File: src/rtl/lcd_timing_pkg.sv
// Shared definitions for the RGB LCD timing driver: panel timing presets,
// RGB565 colour constants and the power-up sequencer state encoding.
package lcd_timing_pkg;

  typedef enum logic [1:0] {
    S_PRST = 2'd0,
    S_INIT = 2'd1,
    S_RUN  = 2'd2
  } pwr_state_t;

  typedef struct packed {
    logic [10:0] sync;
    logic [10:0] back;
    logic [10:0] disp;
    logic [10:0] front;
  } axis_timing_t;

  typedef struct packed {
    axis_timing_t h;
    axis_timing_t v;
  } panel_timing_t;

  localparam panel_timing_t PANEL_800X480 = '{
    h: '{sync: 11'd128, back: 11'd88,  disp: 11'd800,  front: 11'd40},
    v: '{sync: 11'd2,   back: 11'd33,  disp: 11'd480,  front: 11'd10}
  };
  localparam panel_timing_t PANEL_480X272 = '{
    h: '{sync: 11'd41,  back: 11'd2,   disp: 11'd480,  front: 11'd2},
    v: '{sync: 11'd10,  back: 11'd2,   disp: 11'd272,  front: 11'd2}
  };
  localparam panel_timing_t PANEL_1024X600 = '{
    h: '{sync: 11'd20,  back: 11'd140, disp: 11'd1024, front: 11'd160},
    v: '{sync: 11'd3,   back: 11'd20,  disp: 11'd600,  front: 11'd12}
  };

  localparam logic [15:0] RGB_BLACK = 16'h0000;
  localparam logic [15:0] RGB_WHITE = 16'hFFFF;
  localparam logic [15:0] RGB_RED   = 16'hF800;
  localparam logic [15:0] RGB_GREEN = 16'h07E0;
  localparam logic [15:0] RGB_BLUE  = 16'h001F;

  localparam int CNT_LIMIT = 2047;

  // Sum computed in int so an oversized preset is detectable rather than wrapping.
  function automatic int timing_sum(input logic [10:0] a, input logic [10:0] b,
                                    input logic [10:0] c, input logic [10:0] d);
    return int'(a) + int'(b) + int'(c) + int'(d);
  endfunction

endpackage

File: src/rtl/lcd_power_seq.sv
// Panel power-up sequencer: holds lcd_rst low, waits a settle time after
// release, then raises run_en permanently until the next system reset.
module lcd_power_seq
  import lcd_timing_pkg::*;
#(
  parameter logic [19:0] RST_CYC  = 20'd50000,
  parameter logic [19:0] INIT_CYC = 20'd100000
) (
  input  logic lcd_clk,
  input  logic sys_rst_n,
  output logic lcd_rst,
  output logic run_en
);

  pwr_state_t  state;
  logic [19:0] dly_cnt;

  always_ff @(posedge lcd_clk or negedge sys_rst_n) begin
    if (!sys_rst_n) begin
      state   <= S_PRST;
      dly_cnt <= '0;
      lcd_rst <= 1'b0;
      run_en  <= 1'b0;
    end else begin
      case (state)
        S_PRST: begin
          if (dly_cnt == RST_CYC - 20'd1) begin
            state   <= S_INIT;
            dly_cnt <= '0;
            lcd_rst <= 1'b1;
          end else begin
            dly_cnt <= dly_cnt + 20'd1;
          end
        end
        S_INIT: begin
          if (dly_cnt == INIT_CYC - 20'd1) begin
            state   <= S_RUN;
            dly_cnt <= '0;
            run_en  <= 1'b1;
          end else begin
            dly_cnt <= dly_cnt + 20'd1;
          end
        end
        S_RUN:   run_en <= 1'b1;
        default: state  <= S_PRST;
      endcase
    end
  end

endmodule

File: src/rtl/lcd_timing_driver.sv
// RGB LCD timing generator: h/v counters, sync/DE decode, one-cycle pixel
// coordinate lookahead for the pixel source, and panel power/backlight control.
module lcd_timing_driver
  import lcd_timing_pkg::*;
#(
  parameter logic [10:0] H_SYNC   = PANEL_800X480.h.sync,
  parameter logic [10:0] H_BACK   = PANEL_800X480.h.back,
  parameter logic [10:0] H_DISP   = PANEL_800X480.h.disp,
  parameter logic [10:0] H_FRONT  = PANEL_800X480.h.front,
  parameter logic [10:0] V_SYNC   = PANEL_800X480.v.sync,
  parameter logic [10:0] V_BACK   = PANEL_800X480.v.back,
  parameter logic [10:0] V_DISP   = PANEL_800X480.v.disp,
  parameter logic [10:0] V_FRONT  = PANEL_800X480.v.front,
  parameter logic [19:0] RST_CYC  = 20'd50000,
  parameter logic [19:0] INIT_CYC = 20'd100000
) (
  input  logic        lcd_clk,
  input  logic        sys_rst_n,
  input  logic [15:0] pixel_data,
  output logic [10:0] pixel_xpos,
  output logic [10:0] pixel_ypos,
  output logic        lcd_de,
  output logic        lcd_hs,
  output logic        lcd_vs,
  output logic [15:0] lcd_rgb,
  output logic        lcd_rst,
  output logic        lcd_bl,
  output logic        frame_start
);

  localparam logic [10:0] H_TOTAL    = H_SYNC + H_BACK + H_DISP + H_FRONT;
  localparam logic [10:0] V_TOTAL    = V_SYNC + V_BACK + V_DISP + V_FRONT;
  localparam logic [10:0] H_ACT_BEG  = H_SYNC + H_BACK;
  localparam logic [10:0] H_ACT_END  = H_ACT_BEG + H_DISP;
  localparam logic [10:0] H_LOOK_BEG = H_ACT_BEG - 11'd1;
  localparam logic [10:0] H_LOOK_END = H_ACT_END - 11'd1;
  localparam logic [10:0] V_ACT_BEG  = V_SYNC + V_BACK;
  localparam logic [10:0] V_ACT_END  = V_ACT_BEG + V_DISP;

  // The lookahead window starts one column before DE, so sync+back porch must be non-zero.
  if (timing_sum(H_SYNC, H_BACK, H_DISP, H_FRONT) > CNT_LIMIT ||
      timing_sum(V_SYNC, V_BACK, V_DISP, V_FRONT) > CNT_LIMIT ||
      timing_sum(H_SYNC, H_BACK, 11'd0, 11'd0) < 1 ||
      RST_CYC == 20'd0 || INIT_CYC == 20'd0) begin : g_bad_params
    $error("lcd_timing_driver: illegal timing parameters");
  end

  logic        run_en;
  logic [10:0] h_cnt;
  logic [10:0] v_cnt;
  logic        hact;
  logic        vact;
  logic        look;

  lcd_power_seq #(
    .RST_CYC  (RST_CYC),
    .INIT_CYC (INIT_CYC)
  ) u_power_seq (
    .lcd_clk   (lcd_clk),
    .sys_rst_n (sys_rst_n),
    .lcd_rst   (lcd_rst),
    .run_en    (run_en)
  );

  always_ff @(posedge lcd_clk or negedge sys_rst_n) begin
    if (!sys_rst_n) begin
      h_cnt <= '0;
      v_cnt <= '0;
    end else if (!run_en) begin
      h_cnt <= '0;
      v_cnt <= '0;
    end else if (h_cnt == H_TOTAL - 11'd1) begin
      h_cnt <= '0;
      v_cnt <= (v_cnt == V_TOTAL - 11'd1) ? 11'd0 : v_cnt + 11'd1;
    end else begin
      h_cnt <= h_cnt + 11'd1;
    end
  end

  // Backlight comes on once the first frame has begun and stays on.
  always_ff @(posedge lcd_clk or negedge sys_rst_n) begin
    if (!sys_rst_n) begin
      lcd_bl <= 1'b0;
    end else if (frame_start) begin
      lcd_bl <= 1'b1;
    end
  end

  always_comb begin
    hact        = run_en && (h_cnt >= H_ACT_BEG) && (h_cnt < H_ACT_END);
    vact        = run_en && (v_cnt >= V_ACT_BEG) && (v_cnt < V_ACT_END);
    look        = vact && (h_cnt >= H_LOOK_BEG) && (h_cnt < H_LOOK_END);
    lcd_hs      = ~(run_en && (h_cnt < H_SYNC));
    lcd_vs      = ~(run_en && (v_cnt < V_SYNC));
    lcd_de      = hact && vact;
    lcd_rgb     = lcd_de ? pixel_data : RGB_BLACK;
    pixel_xpos  = look ? (h_cnt - H_LOOK_BEG) : 11'd0;
    pixel_ypos  = vact ? (v_cnt - V_ACT_BEG) : 11'd0;
    frame_start = run_en && (h_cnt == 11'd0) && (v_cnt == 11'd0);
  end

endmodule
File: config.mk
export PLATFORM = sky130hd
export DESIGN_NAME = lcd_timing_driver
export DESIGN_NICKNAME = d
export VERILOG_FILES = /design/src/rtl/lcd_timing_pkg.sv /design/src/rtl/lcd_power_seq.sv /design/src/rtl/lcd_timing_driver.sv
export SDC_FILE = /design/constraint.sdc
export NUM_CORES = 1
export LEC_CHECK = 0
export BUFFER_PORTS_ARGS = -buffer_cell sky130_fd_sc_hd__buf_2
export CAP_MARGIN = 5
export CORE_UTILIZATION = 40
export CTS_BUF_LIST = sky130_fd_sc_hd__clkbuf_4 sky130_fd_sc_hd__clkbuf_8 sky130_fd_sc_hd__clkbuf_16
export CTS_CLUSTER_SIZE = 25
export DETAILED_ROUTE_END_ITERATION = 8
export SYNTH_ARGS = -nofsm -noshare
export SYNTH_HDL_FRONTEND = slang
export SYNTH_SLANG_ARGS = --single-unit
export TNS_END_PERCENT = 20
File: constraint.sdc
create_clock -name lcd_clk -period 3.45 [get_ports lcd_clk]
set_clock_uncertainty 0.2 [all_clocks]
set_input_delay 0.1725 -clock lcd_clk [delete_from_list [all_inputs] [get_ports lcd_clk]]
set_output_delay 0.1725 -clock lcd_clk [all_outputs]
set_load 0.01 [all_outputs]
Word level (Yosys, flattened, before mapping)
Cells that the tools add are included.
- flip-flop bits (word level): 47
- latch bits: 0
- memory bits (writable): 0
- ROM bits: 0
- logic and storage cells: 67
- memories: 0
- add/subtract/negate cells: 5
- multipliers: 0
- divide/modulo/power cells: 0
- magnitude comparators: 8
- equality and inequality tests: 9
- shifts and indexed selects: 0
- multiplexer cells: 16
- bitwise gates (word level): 3
- reductions and logical operators: 19
- operators by type and width (kind ; number):
    11-bit two-way mux ; 7
    20-bit two-way mux ; 2
    20-bit case mux with 2 select lines ; 1
    11-bit by 10-bit less-than comparator with 1-bit output (second input constant) ; 3
    11-bit by 1-bit adder with 11-bit output (second input constant) ; 2
    11-bit by 8-bit greater-or-equal comparator with 1-bit output (second input constant) ; 2
    11-bit logical NOT ; 2
    20-bit by 1-bit adder with 20-bit output (second input constant) ; 1
    20-bit by 16-bit == test with 1-bit output (second input constant) ; 1
    20-bit by 17-bit == test with 1-bit output (second input constant) ; 1
    16-bit two-way mux ; 1
    11-bit by 10-bit == test with 1-bit output (second input constant) ; 1
    11-bit == test (second input constant) ; 1
    11-bit by 6-bit greater-or-equal comparator with 1-bit output (second input constant) ; 1
    1-bit logical AND ; 11
    11-bit by 2-bit less-than comparator with 1-bit output (second input constant) ; 1
    11-bit by 8-bit less-than comparator with 1-bit output (second input constant) ; 1
    11-bit by 6-bit subtractor with 11-bit output (second input constant) ; 1
    11-bit by 8-bit subtractor with 11-bit output (second input constant) ; 1
    2-bit case mux with 3 select lines ; 1
    2-bit two-way mux ; 2
    2-bit by 1-bit inequality test with 1-bit output (second input constant) ; 2
    2-bit AND reduction ; 2
    2-bit nonzero test ; 2
    8 further kinds ; 10

Longest topological paths before layout
- depth in word-level cells: 6
- gate-level depth with buffers: 7
- depth with buffers taken out: 6

Cells and area by module
Synthesis repeated with hierarchy kept, for this count alone.
- cells, all modules: 380
- area total of the unflattened synthesis: 3338.2 um^2
- by module, submodules not included (module ; times used ; cells an instance ; area each (um^2) ; seq. area each (um^2)):
    lcd_timing_driver ; 1 ; 268 ; 2145.8 ; 575.6
    lcd_power_seq ; 1 ; 112 ; 1192.4 ; 600.6

Least setup slack after synthesis
OpenSTA, ideal clock, no wires.
- kind: flip-flop to output port
- start point: register v_cnt[7]
- end point: output port pixel_xpos[10]
- arrival: 1937 ps
- data required time: 3077 ps
- path slack: 1141 ps
- cell stages (with the launch flop): 8
- path buffers: 3
- cells stage by stage: dfrtp_1 buf_6 or4_4 o21ai_1 o2111ai_1 buf_4 buf_6 nor3_1
- cells in the longest elaborated chain, start to end: 6
- RTL lines (element ; RTL line ; RTL):
    start, declared ; lcd_timing_driver.sv:50 ; logic [10:0] v_cnt;
    start signal, assigned ; lcd_timing_driver.sv:74 ; v_cnt <= (v_cnt == V_TOTAL - 11'd1) ? 11'd0 : v_cnt + 11'd1;
    11-bit by 6-bit greater-or-equal comparator with 1-bit output ; lcd_timing_driver.sv:91 ; vact = run_en && (v_cnt >= V_ACT_BEG) && (v_cnt < V_ACT_END);
    1-bit logical AND ; lcd_timing_driver.sv:91 ;
    1-bit logical AND * ; lcd_timing_driver.sv:91 ;
    1-bit logical AND * (2 in a row) ; lcd_timing_driver.sv:92 ; look = vact && (h_cnt >= H_LOOK_BEG) && (h_cnt < H_LOOK_END);
    11-bit two-way mux * ; lcd_timing_driver.sv:97 ; pixel_xpos = look ? (h_cnt - H_LOOK_BEG) : 11'd0;
    end, declared ; lcd_timing_driver.sv:20 ; output logic [10:0] pixel_xpos,
Mark *: on every way between the ends. The rest lies on a longest branch, timed or not.

Worst setup path in the final report
- start point: register v_cnt[7]
- end point: output port lcd_rgb[1]
- cells in the longest elaborated chain, start to end: 5
- RTL lines (element ; RTL line ; RTL):
    11-bit by 6-bit greater-or-equal comparator with 1-bit output ; lcd_timing_driver.sv:91 ;
    1-bit logical AND ; lcd_timing_driver.sv:91 ;
    1-bit logical AND * ; lcd_timing_driver.sv:91 ;
    1-bit logical AND * ; lcd_timing_driver.sv:95 ; lcd_de = hact && vact;
    16-bit two-way mux * ; lcd_timing_driver.sv:96 ; lcd_rgb = lcd_de ? pixel_data : RGB_BLACK;
    end, declared ; lcd_timing_driver.sv:25 ; output logic [15:0] lcd_rgb,
Marks and branches as above.

==> results.md <==
- FMAX: 0.316 GHz
- Reg-to-reg startpoint: h_cnt[10]
- Tightest Pin Transition: 1060 ps
- Hold EP: u_power_seq.lcd_rst
- Gr usage total: 0.192
- Number of vias per cell: 5.58
- Critical Path RT: 3080 ps
- Arr. time, crit path: 2800 ps
- Die Span Y: 91.8 um
- Seq/Total Area, Yosys: 0.365
- Synth Area per Inst: 8.55 sq um
- Post-synth cell types: 62
- Root Driver: clkbuf_8
- Sequential share of power: 0.552
- PwrDens: 271 mW/mm^2
- Syn Nets: 400
- R2r endpoint: v_cnt[4]
- Detailed-route DRC error count: 0
- Placed Instances: 516
- Mapped Area: 0.00322 sq mm
- Status: completed
- Initial antenna violation count: 0
- DP Wirelength: 5430 um
- Worst relative slew slack: 0.296
- RSZ-0062 raised after global routing: no
- Synth warnings: 0
- Hold WS: 272 ps
- ANT cells: 0
- First-pass GRT wire length: 12900 um
- Die area: 0.00842 sq mm
- Final Cell Area: 0.00368 sq mm
- # port buffers: 61
- Total Power: 0.996 mW
- Worst-path cell chain: or4_4 -> o21ai_1 -> o2111ai_2 -> buf_4 -> nor4_1 -> buf_2
- TritonRoute pass-1 iters: 4
- Final setup viols: 0
- CP max stage cell: or4_4
- Net Sw Power: 0.219 mW
- Routed wire per std cell: 14.7 um
- Element type at the critical path start: flop
- CP max stage delay: 610 ps
- GP Congestion: 0.842
- Initial Util: 0.415
- CTS Buffer Depth: 2
- Layout cells sized above 1: 0.208
- Final Hold Viols: 0
- Crit Path Max Fanout: 25
- DRT antenna net count: 0
- Gate power share: 0.024
- I/O Pins: 62
- Internal power: 0.778 mW
- Vias in the first global route: 2652
- Clock power share: 0.423
- CTS H-tree depth: 2
- Worst-Skew Late Latency: 310 ps
- Post-DP Area: 0.00355 sq mm
- Fin crit period: 3170 ps
- Setup WS post-layout: 282 ps
- VDD IR max: 0.171 mV
- Final Util: 0.474
- Die Wd: 91.8 um
- Placement Setup Slack: 662 ps
- WS Path Type: reg -> out
- Via count: 2929
- Total routed wirelength: 7740 um
- Area Overhead vs Synth: 14.1%
- Largest net degree at the start of global routing: 48
- Reg2Reg Depth: 4
- Detailed router's first-iteration violation count: 188
- Number of max-cap violations: 0
- Hold depth: 1
- Fin. max-slew vios: 0
- Sw Ratio: 0.219
- Static Leak: 1.68 nW
- Total CTS buffers: 5
- Core area: 0.00777 sq mm
- Non-Filler Instances: 525
- Ys async rst share: 1.00
- HP Class: reg -> reg
- Reg2reg setup slack: 790 ps
- Gate Count Post-Synth: 377
- Tcrit/Tclk final: 0.918
- Setup crit end kind: output port
- FP Rows: 32
- Total grt overflow: 0
- FILL cells: 770
- Dominant synthesized flop cell: dfrtp_1
- Hold_sp: u_power_seq.lcd_rst
- CTS clock-pin slew for the worst setup and hold paths: 100 ps
- Clk sinks: 47
- Setup TNS: 0 ps
- EDFF count, synth: 0
- CTS tree: built
- Yosys reg bits: 47
- Fin nets: 445
[critical path: cells and delay by family (launching register included)]
kind,cells,cell delay (ps)
flops,1,470
buf+inv,2,570
compound gates,2,560
simple gates,2,900
[kinds of logic (layout without fill, tap and decap cells)]
kind of cell               count (synthesis)  in the layout  share of synthesized area
and+or+nand+nor                          172            172                      0.302
AOI/OAI and AO/OA                         61             61                      0.143
buffers and inverters                     58            104                     0.0784
DFF                                       47             47                      0.365
xor gates and xnor gates                  33             33                     0.0896
adders and majority gates                  5              5                     0.0194
muxes                                      1              1                    0.00310
[worst max-delay path by stage]
stage / start / to / slack, ps / cells past startpoint
6_report: v_cnt[7] / lcd_rgb[1] / 280 / 6
5_1_grt: v_cnt[7] / lcd_rgb[6] / 50 / 6
4_1_cts: v_cnt[7] / lcd_rgb[1] / 300 / 6
3_5_place_dp: v_cnt[7] / lcd_rgb[1] / 660 / 6
3_3_place_gp: v_cnt[7] / lcd_rgb[1] / 740 / 6
2_1_floorplan: v_cnt[7] / pixel_xpos[10] / 1140 / 7
[synthesized netlist by cell type, types with 6 or more instances]
library cell / count / area (sq um)
a21oi_1: 10 / 50.1
and2_1: 6 / 37.5
buf_2: 6 / 30.0
clkbuf_1: 17 / 63.8
dfrtp_1: 47 / 1180
inv_1: 30 / 113
nand2_1: 21 / 78.8
nand3_1: 14 / 70.1
nand4_1: 15 / 93.8
nor2_1: 33 / 124
nor3_1: 20 / 100
nor4_1: 20 / 125
o21ai_0: 16 / 80.1
xnor2_1: 22 / 193
xor2_1: 11 / 96.3
[cell type report]
cell class                      instances  area [sq um]  area share
Clock buffer                            5          68.8      0.0187
Clock inverter                          3          46.3      0.0126
Inverter                               30           113      0.0306
Multi-Input combinational cell        272          1800       0.490
Sequential cell                        47          1180       0.320
Tap cell                              102           128      0.0347
Timing Repair Buffer                   66           345      0.0939
[power by group through the flow]
stage / registers (mW) / clock network [mW] / logic [mW]
6_report: 0.550 / 0.422 / 0.0240
4_1_cts: 0.550 / 0.431 / 0.0254
2_1_floorplan: 0.561 / 0 / 0.00352
3_3_place_gp: 0.561 / 0 / 0.0238
3_5_place_dp: 0.561 / 0 / 0.0246
5_1_grt: 0.551 / 0.454 / 0.0284
[what timing repair did]
action / in CTS / in global routing
buffers inserted: 0 / 0
gates resized for setup: 0 / 0
hold buffers: 1 / 0
endpoints found under the hold margin: 47 / 0
[registers in the layout, indices dropped and copies added (netlist names)]
name                 cells
h_cnt                   11
u_power_seq.lcd_rst      1
u_power_seq.state        2
u_power_seq.dly_cnt     20
v_cnt                   11
u_power_seq.run_en       1
lcd_bl                   1
[layer usage]
metal / global-route usage / vias up / wire [um]
li1: - / 1443 / -
met1: 0.265 / 1376 / 3830
met2: 0.296 / 94 / 3370
met3: 0.0357 / 16 / 403
met4: 0.0781 / 0 / 144
met5: 0 / - / 0
[cells in the final DEF, fill, tap and decap left out, types with 2 or more instances in the layout]
cell type,Yosys,layout
o221ai_1,3,3
nand2b_1,3,3
a22o_1,4,4
clkbuf_8,0,5
and4b_1,3,3
nor3_1,20,20
a21oi_1,10,10
o31ai_1,3,3
nor2b_1,5,5
a21o_1,2,2
xnor2_1,22,22
inv_1,30,30
o21ai_1,2,2
nand2_1,21,21
ha_1,5,5
and2_1,6,6
xor2_1,11,11
nor4_1,20,20
buf_2,6,61
and3_1,5,5
nor2_1,33,33
nand4_1,15,15
or3_1,5,5
o21ai_0,16,16
a221o_1,2,2
dfrtp_1,47,47
a31o_2,4,4
buf_4,1,4
nand3_1,14,14
o22ai_1,2,2
or4_1,5,5
and4_1,3,3
No activity file was read; power rests on OpenSTA's default activity.
